$ cat src/rtl/mrjong_rom_loader_if.sv
// Byte-stream download port from data_io plus the demultiplexed ROM/PROM write side.
// master = download source / observer, slave = the loader.
interface mrjong_rom_loader_if;
  logic        ioctl_download;
  logic [7:0]  ioctl_index;
  logic        ioctl_wr;
  logic [24:0] ioctl_addr;
  logic [7:0]  ioctl_dout;
  logic        cpu_we;
  logic        gfx_we;
  logic        pal_we;
  logic        lut_we;
  logic [14:0] wr_addr;
  logic [7:0]  wr_data;
  logic        busy;
  logic        rom_loaded;
  logic        load_error;

  modport master (
    output ioctl_download, ioctl_index, ioctl_wr, ioctl_addr, ioctl_dout,
    input  cpu_we, gfx_we, pal_we, lut_we, wr_addr, wr_data, busy, rom_loaded, load_error
  );

  modport slave (
    input  ioctl_download, ioctl_index, ioctl_wr, ioctl_addr, ioctl_dout,
    output cpu_we, gfx_we, pal_we, lut_we, wr_addr, wr_data, busy, rom_loaded, load_error
  );
endinterface

$ cat src/rtl/mrjong_rom_loader.sv
// MrJong ROM download demux: steers index-0 bytes to CPU/GFX/PAL/LUT write ports,
// counts bytes and validates the image size to qualify the core reset.
module mrjong_rom_loader #(
  parameter logic [15:0] CPU_SIZE = 16'h8000,
  parameter logic [15:0] GFX_SIZE = 16'h4000,
  parameter logic [15:0] PAL_SIZE = 16'h0020,
  parameter logic [15:0] LUT_SIZE = 16'h0100
) (
  input  logic clk_sys,
  input  logic reset,
  mrjong_rom_loader_if.slave io
);
  localparam logic [24:0] GFX_BASE  = 25'(CPU_SIZE);
  localparam logic [24:0] PAL_BASE  = GFX_BASE + 25'(GFX_SIZE);
  localparam logic [24:0] LUT_BASE  = PAL_BASE + 25'(PAL_SIZE);
  localparam logic [24:0] TOTAL     = LUT_BASE + 25'(LUT_SIZE);
  localparam logic [16:0] TOTAL_CNT = TOTAL[16:0];

  typedef enum logic [2:0] {S_IDLE, S_LOAD, S_CHECK, S_DONE, S_ERROR} state_t;

  state_t      state_q, state_d;
  logic        dl_q;
  logic [16:0] cnt_q, cnt_d;
  logic        ovf_q, ovf_d;
  logic [3:0]  we_q, we_d;        // {lut, pal, gfx, cpu}
  logic [14:0] wr_addr_q, wr_addr_d;
  logic [7:0]  wr_data_q, wr_data_d;

  logic        dl_rise, dl_fall, start;
  logic [3:0]  sel;
  logic [14:0] off;

  assign dl_rise = io.ioctl_download & ~dl_q;
  assign dl_fall = ~io.ioctl_download & dl_q;
  assign start   = dl_rise & (io.ioctl_index == 8'd0);

  // Region decode; offsets use 15-bit arithmetic since wr_addr is truncated anyway.
  always_comb begin
    sel = 4'b0000;
    off = io.ioctl_addr[14:0];
    if (io.ioctl_addr < GFX_BASE) begin
      sel = 4'b0001;
    end else if (io.ioctl_addr < PAL_BASE) begin
      sel = 4'b0010;
      off = io.ioctl_addr[14:0] - GFX_BASE[14:0];
    end else if (io.ioctl_addr < LUT_BASE) begin
      sel = 4'b0100;
      off = io.ioctl_addr[14:0] - PAL_BASE[14:0];
    end else if (io.ioctl_addr < TOTAL) begin
      sel = 4'b1000;
      off = io.ioctl_addr[14:0] - LUT_BASE[14:0];
    end
  end

  always_comb begin
    state_d   = state_q;
    cnt_d     = cnt_q;
    ovf_d     = ovf_q;
    we_d      = 4'b0000;
    wr_addr_d = wr_addr_q;
    wr_data_d = wr_data_q;
    case (state_q)
      S_IDLE, S_DONE, S_ERROR: begin
        if (start) begin
          state_d = S_LOAD;
          cnt_d   = '0;
          ovf_d   = 1'b0;
        end
      end
      S_LOAD: begin
        // A write coinciding with the falling download edge still belongs to this image.
        if (io.ioctl_wr) begin
          cnt_d = (cnt_q == '1) ? cnt_q : cnt_q + 17'd1;
          if (sel == 4'b0000) begin
            ovf_d = 1'b1;
          end else begin
            we_d      = sel;
            wr_addr_d = off;
            wr_data_d = io.ioctl_dout;
          end
        end
        if (dl_fall) state_d = S_CHECK;
      end
      S_CHECK: begin
        state_d = (cnt_q == TOTAL_CNT && !ovf_q) ? S_DONE : S_ERROR;
      end
      default: state_d = S_IDLE;
    endcase
  end

  always_ff @(posedge clk_sys or posedge reset) begin
    if (reset) begin
      state_q   <= S_IDLE;
      dl_q      <= 1'b0;
      cnt_q     <= '0;
      ovf_q     <= 1'b0;
      we_q      <= '0;
      wr_addr_q <= '0;
      wr_data_q <= '0;
    end else begin
      state_q   <= state_d;
      dl_q      <= io.ioctl_download;
      cnt_q     <= cnt_d;
      ovf_q     <= ovf_d;
      we_q      <= we_d;
      wr_addr_q <= wr_addr_d;
      wr_data_q <= wr_data_d;
    end
  end

  assign io.cpu_we     = we_q[0];
  assign io.gfx_we     = we_q[1];
  assign io.pal_we     = we_q[2];
  assign io.lut_we     = we_q[3];
  assign io.wr_addr    = wr_addr_q;
  assign io.wr_data    = wr_data_q;
  assign io.busy       = (state_q == S_LOAD) || (state_q == S_CHECK);
  assign io.rom_loaded = (state_q == S_DONE);
  assign io.load_error = (state_q == S_ERROR);
endmodule

$ cat src/flat_wrapper.sv
// flat-port wrapper written by rule: the top's interface ports become plain ports
module mrjong_rom_loader_flat 
#(
  parameter logic [15:0] CPU_SIZE = 16'h8000,
  parameter logic [15:0] GFX_SIZE = 16'h4000,
  parameter logic [15:0] PAL_SIZE = 16'h0020,
  parameter logic [15:0] LUT_SIZE = 16'h0100
)
  (clk_sys, reset, io_ioctl_download, io_ioctl_index, io_ioctl_wr, io_ioctl_addr, io_ioctl_dout, io_cpu_we, io_gfx_we, io_pal_we, io_lut_we, io_wr_addr, io_wr_data, io_busy, io_rom_loaded, io_load_error);
  mrjong_rom_loader_if io_i ();
  input  logic clk_sys;
  input  logic reset;
  input wire logic [$bits(io_i.ioctl_download)-1:0] io_ioctl_download;
  input wire logic [$bits(io_i.ioctl_index)-1:0] io_ioctl_index;
  input wire logic [$bits(io_i.ioctl_wr)-1:0] io_ioctl_wr;
  input wire logic [$bits(io_i.ioctl_addr)-1:0] io_ioctl_addr;
  input wire logic [$bits(io_i.ioctl_dout)-1:0] io_ioctl_dout;
  output wire logic [$bits(io_i.cpu_we)-1:0] io_cpu_we;
  output wire logic [$bits(io_i.gfx_we)-1:0] io_gfx_we;
  output wire logic [$bits(io_i.pal_we)-1:0] io_pal_we;
  output wire logic [$bits(io_i.lut_we)-1:0] io_lut_we;
  output wire logic [$bits(io_i.wr_addr)-1:0] io_wr_addr;
  output wire logic [$bits(io_i.wr_data)-1:0] io_wr_data;
  output wire logic [$bits(io_i.busy)-1:0] io_busy;
  output wire logic [$bits(io_i.rom_loaded)-1:0] io_rom_loaded;
  output wire logic [$bits(io_i.load_error)-1:0] io_load_error;
  assign io_i.ioctl_download = io_ioctl_download;
  assign io_i.ioctl_index = io_ioctl_index;
  assign io_i.ioctl_wr = io_ioctl_wr;
  assign io_i.ioctl_addr = io_ioctl_addr;
  assign io_i.ioctl_dout = io_ioctl_dout;
  assign io_cpu_we = io_i.cpu_we;
  assign io_gfx_we = io_i.gfx_we;
  assign io_pal_we = io_i.pal_we;
  assign io_lut_we = io_i.lut_we;
  assign io_wr_addr = io_i.wr_addr;
  assign io_wr_data = io_i.wr_data;
  assign io_busy = io_i.busy;
  assign io_rom_loaded = io_i.rom_loaded;
  assign io_load_error = io_i.load_error;
  mrjong_rom_loader #(.CPU_SIZE(CPU_SIZE), .GFX_SIZE(GFX_SIZE), .PAL_SIZE(PAL_SIZE), .LUT_SIZE(LUT_SIZE)) u_core (.clk_sys(clk_sys), .reset(reset), .io(io_i));
endmodule
$ cat config.mk
export PLATFORM = sky130hd
export DESIGN_NAME = mrjong_rom_loader_flat
export DESIGN_NICKNAME = d
export VERILOG_FILES = /design/src/rtl/mrjong_rom_loader_if.sv /design/src/rtl/mrjong_rom_loader.sv /design/src/flat_wrapper.sv
export SDC_FILE = /design/constraint.sdc
export NUM_CORES = 1
export LEC_CHECK = 0
export ABC_AREA = 1
export BUFFER_PORTS_ARGS = -buffer_cell sky130_fd_sc_hd__buf_2
export CORE_UTILIZATION = 56
export CTS_BUF_LIST = sky130_fd_sc_hd__clkbuf_4 sky130_fd_sc_hd__clkbuf_8
export DETAILED_ROUTE_END_ITERATION = 16
export PLACE_DENSITY = 0.84
export SETUP_SLACK_MARGIN = 0.3
export SLEW_MARGIN = 30
export SYNTH_ARGS = -nofsm -noshare
export SYNTH_HDL_FRONTEND = slang
export SYNTH_SLANG_ARGS = --single-unit
$ cat constraint.sdc
create_clock -name clk_sys -period 4.8 [get_ports clk_sys]
set_clock_uncertainty 0.05 [all_clocks]
set_input_delay 0.72 -clock clk_sys [delete_from_list [all_inputs] [get_ports clk_sys]]
set_output_delay 0.72 -clock clk_sys [all_outputs]
set_load 0.01 [all_outputs]
## Word level (Yosys, flattened, before mapping)

Cells that the tools add are included.
W data, S select, Z words.

- Order comparisons: 4
- Multiplexer cells: 23
- Reduce and logical (&&, ||, !) cells: 12
- Bitwise operators: 6
- Equality and inequality tests: 11
- Add/subtract/negate cells: 3

Operators by type and width:

| cell | number |
|---|---|
| $lt A25 B16 Y1 const B | 4 |
| $mux W15 | 4 |
| $mux W17 | 3 |
| $pmux W17 S2 | 1 |
| $sub A15 B15 Y15 const B | 2 |
| $mux W4 | 7 |
| $add A17 B1 Y17 const B | 1 |
| $eq A17 B16 Y1 const B | 1 |
| $eq A17 B17 Y1 const B | 1 |
| $mux W3 | 3 |
| $pmux W3 S3 | 1 |
| $logic_not A8 Y1 | 1 |
| $reduce_and A4 Y1 | 2 |
| $eq A3 B2 Y1 const B | 2 |
| $ne A2 B1 Y1 const B | 3 |
| $logic_not A4 Y1 | 1 |
| $ne A2 B2 Y1 const B | 2 |
| $and A1 B1 Y1 | 3 |
| $eq A3 B1 Y1 const B | 1 |
| $eq A3 B3 Y1 const B | 1 |
| $logic_not A3 Y1 | 1 |
| $mux W1 | 3 |
| $not A1 Y1 | 3 |
| $reduce_and A3 Y1 | 1 |
| other kinds (7) | 7 |

- Register bits after elaboration: 49
- Input port bits: 45
- Output and inout bits: 30
- Logic and storage cells: 66

## Longest topological paths before layout

Gate-level depths: netlist (run 1).

- Depth in word-level cells: 9
- Gate-level depth with buffers: 12
- Gate-level depth less buffers: 11

## Worst setup path after synthesis (run 1)

Ideal clock, no wire load.

- Path kind: input -> register
- Start: in io_ioctl_addr[5]
- End: reg u_core.wr_addr_q[11], in the netlist u_core.io.wr_addr[11]
- Stages: 11
- Library setup time: 0.117 ns
- Setup slack: 2.810 ns
- Arrival time: 1.823 ns
- Cell sequence: inv_1 -> ha_1 -> a21oi_1 -> nand3_1 -> nand2_4 -> inv_1 -> nand2_1 -> buf_4 -> nand2_1 -> o21ai_1 -> inv_1

- Cells in the longest elaborated chain, start to end: 8
- Elaborated cells on any way between the ends: 17
- Those cells by class: add/sub: 2; order compare: 4; mux: 8; bitwise: 1; reduce/logical: 2

RTL lines:

| what | RTL line | source |
|---|---|---|
| from (decl) | flat_wrapper.sv:16 | `input wire logic [$bits(io_i.ioctl_addr)-1:0] io_ioctl_addr;` |
| $lt A25 B16 Y1 | mrjong_rom_loader.sv:49 | `end else if (io.ioctl_addr < TOTAL) begin` |
| $mux W4 | mrjong_rom_loader.sv:49 |  |
| $mux W4 | mrjong_rom_loader.sv:46 | `end else if (io.ioctl_addr < LUT_BASE) begin` |
| $mux W4 | mrjong_rom_loader.sv:43 | `end else if (io.ioctl_addr < PAL_BASE) begin` |
| $mux W4 | mrjong_rom_loader.sv:41 | `if (io.ioctl_addr < GFX_BASE) begin` |
| $logic_not A4 Y1 | mrjong_rom_loader.sv:74 | `if (sel == 4'b0000) begin` |
| $not A1 Y1 (no line) | -- |  |
| $reduce_and A3 Y1 (no line) | -- |  |
| to (signal assigned) | mrjong_rom_loader.sv:106 | `wr_addr_q <= wr_addr_d;` |
| to (decl) | mrjong_rom_loader.sv:26 | `logic [14:0] wr_addr_q, wr_addr_d;` |

Several ways; a longest one is shown, not always the timed one.
A chain may end at the register's enable or synchronous reset.

## Worst setup path in the final report (run 1)

- Start: reg u_core.state_q[2]
- End: reg u_core.wr_addr_q[10], in the netlist u_core.io.wr_addr[10]

- Cells in the longest elaborated chain, start to end: 2

RTL lines:

| what | RTL line | source |
|---|---|---|
| from (decl) | mrjong_rom_loader.sv:21 | `state_t state_q, state_d;` |
| from (signal assigned) | mrjong_rom_loader.sv:101 | `state_q <= state_d;` |
| $eq A3 B1 Y1 | mrjong_rom_loader.sv:62 | `case (state_q)` |
| $reduce_and A3 Y1 (no line) | -- |  |

Every way passes these cells.

==> results of run 1 <==
sequential cells by signal, summed over array words and instances (netlist names):
name / flops
u_core.cnt_q: 17
u_core.state_q: 3
u_core.io.wr_addr: 15
u_core.we_q: 4
u_core.io.wr_data: 8
u_core.ovf_q: 1
u_core.dl_q: 1
metal layers:
layer	share of wire [%]	vias to the layer above
met3	3.6	6
li1	-	1341
met5	0	-
met2	48	68
met1	48	1132
met4	1.1	0
power by group:
group	switching [mW]	internal, mW
clock	0.140	0.156
sequential	0.0208	0.437
combinational	0.205	0.0812
metrics by stage:
stage	cells	instance area (sq um)	power [mW]	setup WS, ns	hold slack (ns)
after floorplan	382	2755	0.6757	2.810	0.4135
after global placement	515	3157	0.7393	2.170	0.4068
after detailed placement	515	3159	0.7485	2.131	0.4115
after CTS	523	3272	1.046	2.388	0.4367
after global routing	523	3272	1.108	2.097	0.4597
final	523	3272	1.040	2.377	0.4336
synth_stat cells:
cell type / n
nand3_1: 26
buf_4: 3
buf_6: 1
nand2_2: 2
xor2_1: 10
o21ai_0: 22
a21oi_1: 1
a31oi_1: 1
nor2_1: 45
nor3_1: 15
nor2_4: 1
nor3_4: 1
ha_1: 4
inv_1: 42
clkbuf_2: 1
nor4_1: 2
xnor2_1: 1
nand3_2: 1
clkbuf_1: 1
inv_2: 1
dfrtp_1: 49
nor2_2: 3
a21oi_2: 1
nand4_1: 6
o21ai_1: 3
nand2_4: 1
or2_2: 2
buf_2: 2
nand2_1: 133
o21a_1: 1
logic make-up after synthesis:
kind of cell,after synthesis,synth area share (%)
buffers and inverters,51,7.765
and+or+nand+nor,238,36.88
adders and majority gates,4,1.817
DFF,49,44.51
xor gates and xnor gates,11,3.497
AOI/OAI and AO/OA,29,5.541
cell usage in the layout, fill, tap and decap left out, drive strengths merged:
| cell type | count |
|---|---|
| o21a | 1 |
| bufinv | 1 |
| a21oi | 2 |
| nor3 | 16 |
| ha | 4 |
| xor2 | 10 |
| nand3 | 27 |
| nor4 | 2 |
| nor2 | 49 |
| buf | 74 |
| or2 | 2 |
| nand2 | 136 |
| a31oi | 1 |
| nand4 | 6 |
| o21ai | 25 |
| clkinv | 1 |
| inv | 44 |
| xnor2 | 1 |
| clkbuf | 5 |
| dfrtp | 49 |
layout make-up:
type / count / area (sq um) / share of cell area (%)
multi-input combinational: 282 / 1315 / 40.19
sequential: 49 / 1226 / 37.48
timing repair buffer: 74 / 370.4 / 11.32
inverter: 43 / 163.9 / 5.010
tap: 67 / 83.83 / 2.562
clock buffer: 5 / 68.82 / 2.103
clock inverter: 3 / 43.79 / 1.338
worst max-delay path, delay by kind of cell (launching register included):
kind                   cells  cell delay [ns]
and+or+nand+nor            5             1.30
buffers and inverters      3             0.55
DFF                        1             0.41
worst min-delay path by stage:
stage / cells after the start / end / from / slack [ns]
floorplan: 2 / u_core.ovf_q$_DFFE_PP0P_ / u_core.ovf_q$_DFFE_PP0P_ / 0.41
global placement: 2 / u_core.io.wr_addr[4]$_DFFE_PP0P_ / u_core.io.wr_addr[4]$_DFFE_PP0P_ / 0.41
detailed placement: 2 / u_core.io.wr_addr[1]$_DFFE_PP0P_ / u_core.io.wr_addr[1]$_DFFE_PP0P_ / 0.41
CTS: 2 / u_core.io.wr_addr[1]$_DFFE_PP0P_ / u_core.io.wr_addr[1]$_DFFE_PP0P_ / 0.44
global route: 2 / u_core.io.wr_addr[8]$_DFFE_PP0P_ / u_core.io.wr_addr[8]$_DFFE_PP0P_ / 0.46
finish: 2 / u_core.io.wr_addr[1]$_DFFE_PP0P_ / u_core.io.wr_addr[1]$_DFFE_PP0P_ / 0.43
==> results.yml, run 1 <==
outcome:
  outcome: "finished, final reports clean"
critical_path:
  critPathKind: "flip-flop to flip-flop"
  worstSetupEndpoint: "u_core.io.wr_addr[10]$_DFFE_PP0P_"
  end_kind: "flip-flop"
  crit_arrival_ns: 2.56
  worstReg2RegEnd: "u_core.io.wr_addr[10]$_DFFE_PP0P_"
  path_cells: "inv_1 > nand2_1 > nor2_2 > inv_2 > nor3_4 > inv_1 > nand2_1 > nand2_1"
  rrSetupSlack_ns: 2.38
  r2r_cells: 8
  slowest_stage: "nor3_4"
  start_kind: "flip-flop"
  critPathRequiredTime_ns: 4.94
  startpoint: "u_core.state_q[2]$_DFFE_PP0P_"
  worstReg2RegStart: "u_core.state_q[2]$_DFFE_PP0P_"
  slowest_delay_ns: 0.72
  cpMostUsedCell: "nand2_1"
  cp_max_fo: 23
floorplanning:
  start_util_pct: 58.33
  die_h_microns: 72.14
  io_pins: 75
  floorplan.die_area_sq_um: 5204
  rows: 25
  coreArea_sq_um: 4723
  dieWidth_microns: 72.14
timing:
  timing.final.crit_share_pct: 50.49
  rsz0062_at_grt: "false"
  slew_headroom_pct: 45.56
  finalSetupTns_ns: 0
  worstMarginPinSlew_ns: 0.8140
  drv_slew: 0
  max_clock_freq_ghz: 0.4126
  hold_violations: 0
  setup_viol: 0
  period_minus_slack_ns: 2.423
synth:
  netlist_area_sq_um: 2755
  synth_cell_types: 30
  ys.warnings.count: 0
  syn-instance-count: 382
  synth_top_area_share_pct: 44.50
  ys_seq_area_share_pct: 44.50
  avgSynthCellArea_sq_um: 7.212
  synth_area_leader_cell: "dfrtp_1"
  synth_area_leaders: "dfrtp_1 (45%), nand2_1 (18%), nor2_1 (6.1%)"
  ys_ff_latch: 49
  synth_nets: 431
clock_tree:
  cts_root_buf: "clkbuf_8"
  clock_path_buffers: 2
  numCtsBuffers: 5
  cts_tree: "yes"
  post-cts-setup-buffer-count: 0
  hold_buffers: 0
  cts.sinks: 49
  clock_latency_ns: 0.30
  h-tree-depth: 2
  clkTransAtPathRegs_ns: 0.10
  cts_resized: 0
grt:
  top_usage_layer: "met2"
  use_met2_pct: 43.82
  grtUsageMet1_pct: 33.88
  grt_pass1_vias: 2413
  grt_pass1_wl_microns: 10510
  globalRouteOverflowTotal: 0
  grt_use_met3_pct: 3.611
  antenna_found_initial: 0
  grt_max_degree: 50
  grt_use_total_pct: 25.48
run:
  cap_violations: 0
placed_design:
  gp_congestion: 0.9266
  dp_hpwl_microns: 4723
  portBuffers: 74
route:
  drcViolationCount: 0
  wl_microns: 6147
  dr.first_iter.drc_count: 169
  viasPerCell: 4.870
  dr_total_vias: 2547
  first_pass_iters: 4
  drtAntennaViolNets: 0
  wl_per_cell_microns: 11.75
final_layout:
  drive_above_1_share_pct: 21.05
  fin_util_pct: 69.27
  diodes: 0
  nets: 504
  fillers: 405
  area_delta_synth_final_pct: 18.76
hold_path:
  min_path_type: "flip-flop to flip-flop"
pwr:
  peakVddDrop_uv: 239.6
  power.density_nw_per_um2: 317.9
  leakagePower_nw: 1.728
Note: power is estimated with default switching activity, not from simulation.
==> run 2: changes to the inputs <==
--- a/config.mk
+++ b/config.mk
@@ -7,10 +7,10 @@
 export LEC_CHECK = 0
 export ABC_AREA = 1
 export BUFFER_PORTS_ARGS = -buffer_cell sky130_fd_sc_hd__buf_2
-export CORE_UTILIZATION = 56
+export CORE_UTILIZATION = 54
 export CTS_BUF_LIST = sky130_fd_sc_hd__clkbuf_4 sky130_fd_sc_hd__clkbuf_8
 export DETAILED_ROUTE_END_ITERATION = 16
-export PLACE_DENSITY = 0.84
+export PLACE_DENSITY = 0.82
 export SETUP_SLACK_MARGIN = 0.3
 export SLEW_MARGIN = 30
 export SYNTH_ARGS = -nofsm -noshare
==> constraint.sdc (replaced) <==
create_clock -name clk_sys -period 2.29 [get_ports clk_sys]
set_clock_uncertainty 0.05 [all_clocks]
set_input_delay 0.3435 -clock clk_sys [delete_from_list [all_inputs] [get_ports clk_sys]]
set_output_delay 0.3435 -clock clk_sys [all_outputs]
set_load 0.01 [all_outputs]
==> run 2 against run 1 <==
  * Sequential share of layout area shrank 1.1 points
  * Global-route usage down 0.080 points
  * Count of clock-buffer cells in the layout is 2 higher
  * Power rose by 120%
  * Clock power increased by 120%
  * Critical path depth shrank 3
  * Final cell count increased by 1.5%
  * Worst hold slack worse by 0.42 ns
  * First-iteration DRC count decreased by 7.7%
  * Via count grew 6.0%
  * Flip-flop and latch count is the same
  * Critical endpoint is now io_busy
==> results.yml, run 2 (synthesis gave the netlist of run 1 again) <==
outcome:
  outcome: "finished, final reports clean"
final_layout:
  fillers: 409
  diodes: 0
  multi_input_area_sq_um: 1335
  most-common-layout-cells: "nand2_1 (133), buf_2 (74), dfrtp_1 (49)"
  layout_commonest_cell: "nand2_1"
  nets: 512
  final_cells: 531
  ff_latch_area_sq_um: 1226
  area_delta_synth_final_pct: 22.43
  top_register: "u_core.cnt_q"
  postLayoutCellArea_sq_um: 3373
  largest_reg_flops: 17
  drive_above_1_share_pct: 23.28
route:
  viasPerCell: 5.087
  dr.first_iter.drc_count: 156
  wl_microns: 6259
  wl_per_cell_microns: 11.79
  first_pass_iters: 4
  drtAntennaViolNets: 0
  dr_total_vias: 2701
  drcViolationCount: 0
critical_path:
  critPathRequiredTime_ns: 1.90
  start_kind: "flip-flop"
  critPathKind: "flip-flop to primary output"
  end_kind: "primary output"
  cp_max_fo: 8
  crit_arrival_ns: 1.49
pwr:
  leakagePower_nw: 1.772
  peakVddDrop_uv: 545.9
  power.density_nw_per_um2: 676.1
floorplanning:
  rows: 25
  start_util_pct: 57.19
  dieWidth_microns: 73.43
  die_h_microns: 73.43
  io_pins: 75
  floorplan.die_area_sq_um: 5392
  coreArea_sq_um: 4817
grt:
  grt_pass1_vias: 2439
  grt_max_degree: 50
  globalRouteOverflowTotal: 0
  antenna_found_initial: 0
  grt_pass1_wl_microns: 10460
  grt_use_total_pct: 25.40
timing:
  worstMarginPinSlew_ns: 0.4100
  max_clock_freq_ghz: 0.5322
  period_minus_slack_ns: 1.879
  finalSetupTns_ns: 0
  hold_violations: 0
  setup_viol: 0
  rsz0062_at_grt: "false"
  timing.final.crit_share_pct: 82.06
  slew_headroom_pct: 72.38
  drv_slew: 0
clock_tree:
  cts_tree: "yes"
  clock_path_buffers: 2
  cts_root_buf: "clkbuf_8"
  cts.sinks: 49
  hold_buffers: 0
  clock_latency_ns: 0.30
  numCtsBuffers: 5
  h-tree-depth: 2
  clkTransAtPathRegs_ns: 0.08
placed_design:
  place_area_sq_um: 3214
  gp_congestion: 0.9375
  dp_hpwl_microns: 4735
  dp.cells: 521
  portBuffers: 74
hold_path:
  min_path_type: "primary input to asynchronous set/reset pin"
run:
  cap_violations: 0
[run 2: stage by stage]
stage | power, mW | setup WS (ns) | utilization [%] | hold slack, ns
finish | 2.281 | 0.4109 | 70.03 | 0.01645
global route | 2.423 | 0.3226 | 70.03 | 0.02575
detailed placement | 1.626 | 0.2730 | 66.73 | 0.3545
floorplan | 1.416 | 0.5149 | - | 0.3249
global placement | 1.604 | 0.3796 | 66.73 | 0.3536
CTS | 2.289 | 0.3331 | 69.58 | 0.01926
[run 2: worst max-delay path, stage by stage, from the launching register on]
cell	delay [ns]
dfrtp_1	0.41
nand2_1	0.13
nor2_2	0.05
buf_4	0.16
or2_2	0.28
buf_2	0.14
[run 2: repair_timing]
action                     4_1_cts  5_1_grt
setup endpoints to repair       11       17
pin swaps                        0        1
gates resized for setup          1        5
setup buffers                    2        0
[run 2: worst paths after layout]
check / from / slack [ns] / cells past startpoint / end
max: u_core.state_q[0]$_DFFE_PP0P_ / 0.41 / 5 / io_busy
min reg2reg: u_core.io.wr_addr[1]$_DFFE_PP0P_ / 0.43 / 2 / u_core.io.wr_addr[1]$_DFFE_PP0P_
max reg2reg: u_core.cnt_q[0]$_DFFE_PP0P_ / 0.50 / 12 / u_core.cnt_q[9]$_DFFE_PP0P_
min in group clk_sys: io_ioctl_download / 0.12 / 1 / u_core.dl_q$_DFF_PP0_
min: reset / 0.02 / 3 / u_core.io.wr_data[4]$_DFFE_PP0P_
max in group asynchronous: reset / 1.96 / 3 / u_core.state_q[2]$_DFFE_PP0P_
[run 2: power breakdown]
part / switching (mW) / leakage [nW] / internal, mW
Combinational: 0.447 / 1.04 / 0.238
Sequential: 0.0371 / 0.670 / 0.915
Clock: 0.276 / 0.0619 / 0.368
[run 2: layer usage]
layer  track usage (%)  routed length [microns]  vias to the layer above
li1                  -                        -                     1357
met1             32.15                     2711                     1249
met2             44.24                     3206                       91
met3             4.527                      302                        4
met4             7.906                       38                        0
met5                 0                        0                        -
[run 2: cell type report]
| type | count | area share (%) |
|---|---|---|
| Multi-Input combinational cell | 282 | 39.58 |
| Inverter | 43 | 4.785 |
| Sequential cell | 49 | 36.35 |
| Tap cell | 67 | 2.485 |
| Timing Repair Buffer | 82 | 13.24 |
| Clock inverter | 1 | 0.8902 |
| Clock buffer | 7 | 2.671 |
==> run 3: changes to the inputs <==
==> constraint.sdc (replaced) <==
create_clock -name clk_sys -period 1.75 [get_ports clk_sys]
set_clock_uncertainty 0.05 [all_clocks]
set_input_delay 0.2625 -clock clk_sys [delete_from_list [all_inputs] [get_ports clk_sys]]
set_output_delay 0.2625 -clock clk_sys [all_outputs]
set_load 0.01 [all_outputs]
==> run 3 against run 2 <==
  * The flow now finishes with violations (negative setup slack)
  * Largest cell class unchanged
  * Clock power up 57%
  * Sequential share of layout area decreased by 7.2 points
  * Combinational power rose by 120%
==> results.yml, run 3 (synthesis gave the netlist of run 1 again) <==
floorplanning:
  die_h_microns: 73.43
  rows: 25
  coreArea_sq_um: 4817
  io_pins: 75
  floorplan.die_area_sq_um: 5392
  start_util_pct: 57.19
  dieWidth_microns: 73.43
clock_tree:
  clkTransAtPathRegs_ns: 0.10
  cts_root_buf: "clkbuf_8"
  clock_latency_ns: 0.31
  clock_path_buffers: 2
  numCtsBuffers: 5
  cts_tree: "yes"
  cts.sinks: 49
  h-tree-depth: 2
outcome:
  outcome: "finished, violations left"
  failed_checks: "negative setup slack"
run:
  cap_violations: 0
critical_path:
  crit_arrival_ns: 1.93
  critPathRequiredTime_ns: 1.87
  slowest_delay_ns: 0.39
  slowest_stage: "dfrtp_1"
  critPathBufInv: 2
  cp_max_fo: 21
  critPathKind: "flip-flop to flip-flop"
  cpMostUsedCell: "nand2_1"
  start_kind: "flip-flop"
  crit_family: "simple AND/OR/NAND/NOR gates"
  path_cells: "inv_1 > nor3_2 > nand2_1 > nor2_4 > ha_4 > nand2_4 > nand3_4 > inv_8 > nand2_1 > o21ai_0"
  r2r_cells: 10
  end_kind: "flip-flop"
  path_depth: 10
timing:
  period_minus_slack_ns: 1.812
  fin_ws_ns: -0.06191
  timing.final.crit_share_pct: 103.5
  hold_violations: 0
  worstMarginPinSlew_ns: 0.4979
  finalSetupTns_ns: -0.06553
  setup_viol: 2
  rsz0062_at_grt: "true"
  max_clock_freq_ghz: 0.5519
  drv_slew: 0
  slew_headroom_pct: 66.74
final_layout:
  fin_util_pct: 87.45
  drive_above_1_share_pct: 41.18
  diodes: 0
  top_register: "u_core.cnt_q"
  largest_reg_flops: 17
  nets: 558
  area_delta_synth_final_pct: 52.91
  final_cells: 577
  layout_commonest_cell: "nand2_1"
  most-common-layout-cells: "nand2_1 (110), buf_2 (73), dfrtp_1 (47)"
placed_design:
  preCtsSetupSlack_ns: -0.04774
  dp.cells: 536
  dp_hpwl_microns: 5190
  portBuffers: 74
  gp_congestion: 0.9388
hold_path:
  min_path_cells: 1
  min_path_type: "primary input to flip-flop"
route:
  drcViolationCount: 0
  dr_total_vias: 3243
  wl_microns: 9438
  viasPerCell: 5.620
  wl_per_cell_microns: 16.36
  dr.first_iter.drc_count: 414
  first_pass_iters: 5
  drtAntennaViolNets: 0
grt:
  grt_pass1_vias: 3139
  antenna_found_initial: 0
  grt_use_total_pct: 35.25
  grt_max_degree: 30
  globalRouteOverflowTotal: 0
  grt_pass1_wl_microns: 14320
pwr:
  peakVddDrop_uv: 750.1
  power.density_nw_per_um2: 903.2
  leakagePower_nw: 2.110
==> run 3: cell types whose count changed in the layout (fill, tap and decap cells not counted), sizes merged <==
| cell | delta |
|---|---|
| dlygate4sd3 | +1 |
| clkinvlp | +1 |
| buf | +45 |
| clkbuf | -2 |
| bufinv | +1 |
==> run 3: stage by stage <==
step                area, sq um  hold WS (ns)  power [mW]
finish                     4213       0.03296       3.805
global route               4213       0.02550       3.952
CTS                        4105       0.03240       3.657
detailed placement         3418        0.2718       2.222
global placement           3418        0.2498       2.200
floorplan                  2844        0.2439       1.931
==> run 3: path summary, 6_finish.rpt <==
path	slack [ns]	to	startpoint
worst max-delay path	-0.06	u_core.cnt_q[11]$_DFFE_PP0P_	u_core.cnt_q[13]$_DFFE_PP0P_
max in group asynchronous	0.67	u_core.cnt_q[3]$_DFFE_PP0P_	reset
worst min-delay path	0.03	u_core.dl_q$_DFF_PP0_	io_ioctl_download
worst min register to register	0.44	u_core.io.wr_data[0]$_DFFE_PP0P_	u_core.io.wr_data[0]$_DFFE_PP0P_
worst max register to register	-0.06	u_core.cnt_q[11]$_DFFE_PP0P_	u_core.cnt_q[13]$_DFFE_PP0P_
min in group asynchronous	0.48	u_core.io.wr_addr[1]$_DFFE_PP0P_	reset
==> run 3: cell type report <==
cell class	instances	area (sq um)
tap	67	83.83
clock inverter	3	68.82
timing repair buffer	128	996.0
fill	248	604.3
inverter	43	185.2
clock buffer	5	68.82
sequential	49	1229
multi-input combinational	282	1582
==> run 3: metal layers <==
| metal | global-route usage (%) | up-vias | part of all wire [%] |
|---|---|---|---|
| li1 | - | 1459 | - |
| met1 | 41.79 | 1511 | 38 |
| met2 | 62.45 | 222 | 50 |
| met3 | 6.447 | 51 | 7.7 |
| met4 | 15.17 | 0 | 3.6 |
| met5 | 0 | - | 0 |
==> run 3: report_power, final <==
| part | internal (mW) | switching, mW | total [mW] |
|---|---|---|---|
| Combinational | 0.631 | 0.911 | 1.54 |
| Sequential | 1.20 | 0.0583 | 1.26 |
| Clock | 0.576 | 0.431 | 1.01 |
| Total | 2.41 | 1.40 | 3.81 |
==> run 3: repair_timing <==
action	4_1_cts	5_1_grt
hold endpoints to repair	20	0
gates resized for setup	77	21
pin swaps	22	10
cloned	7	0
endpoints found under the setup margin	45	51
buffers inserted	20	5
hold buffers	1	0
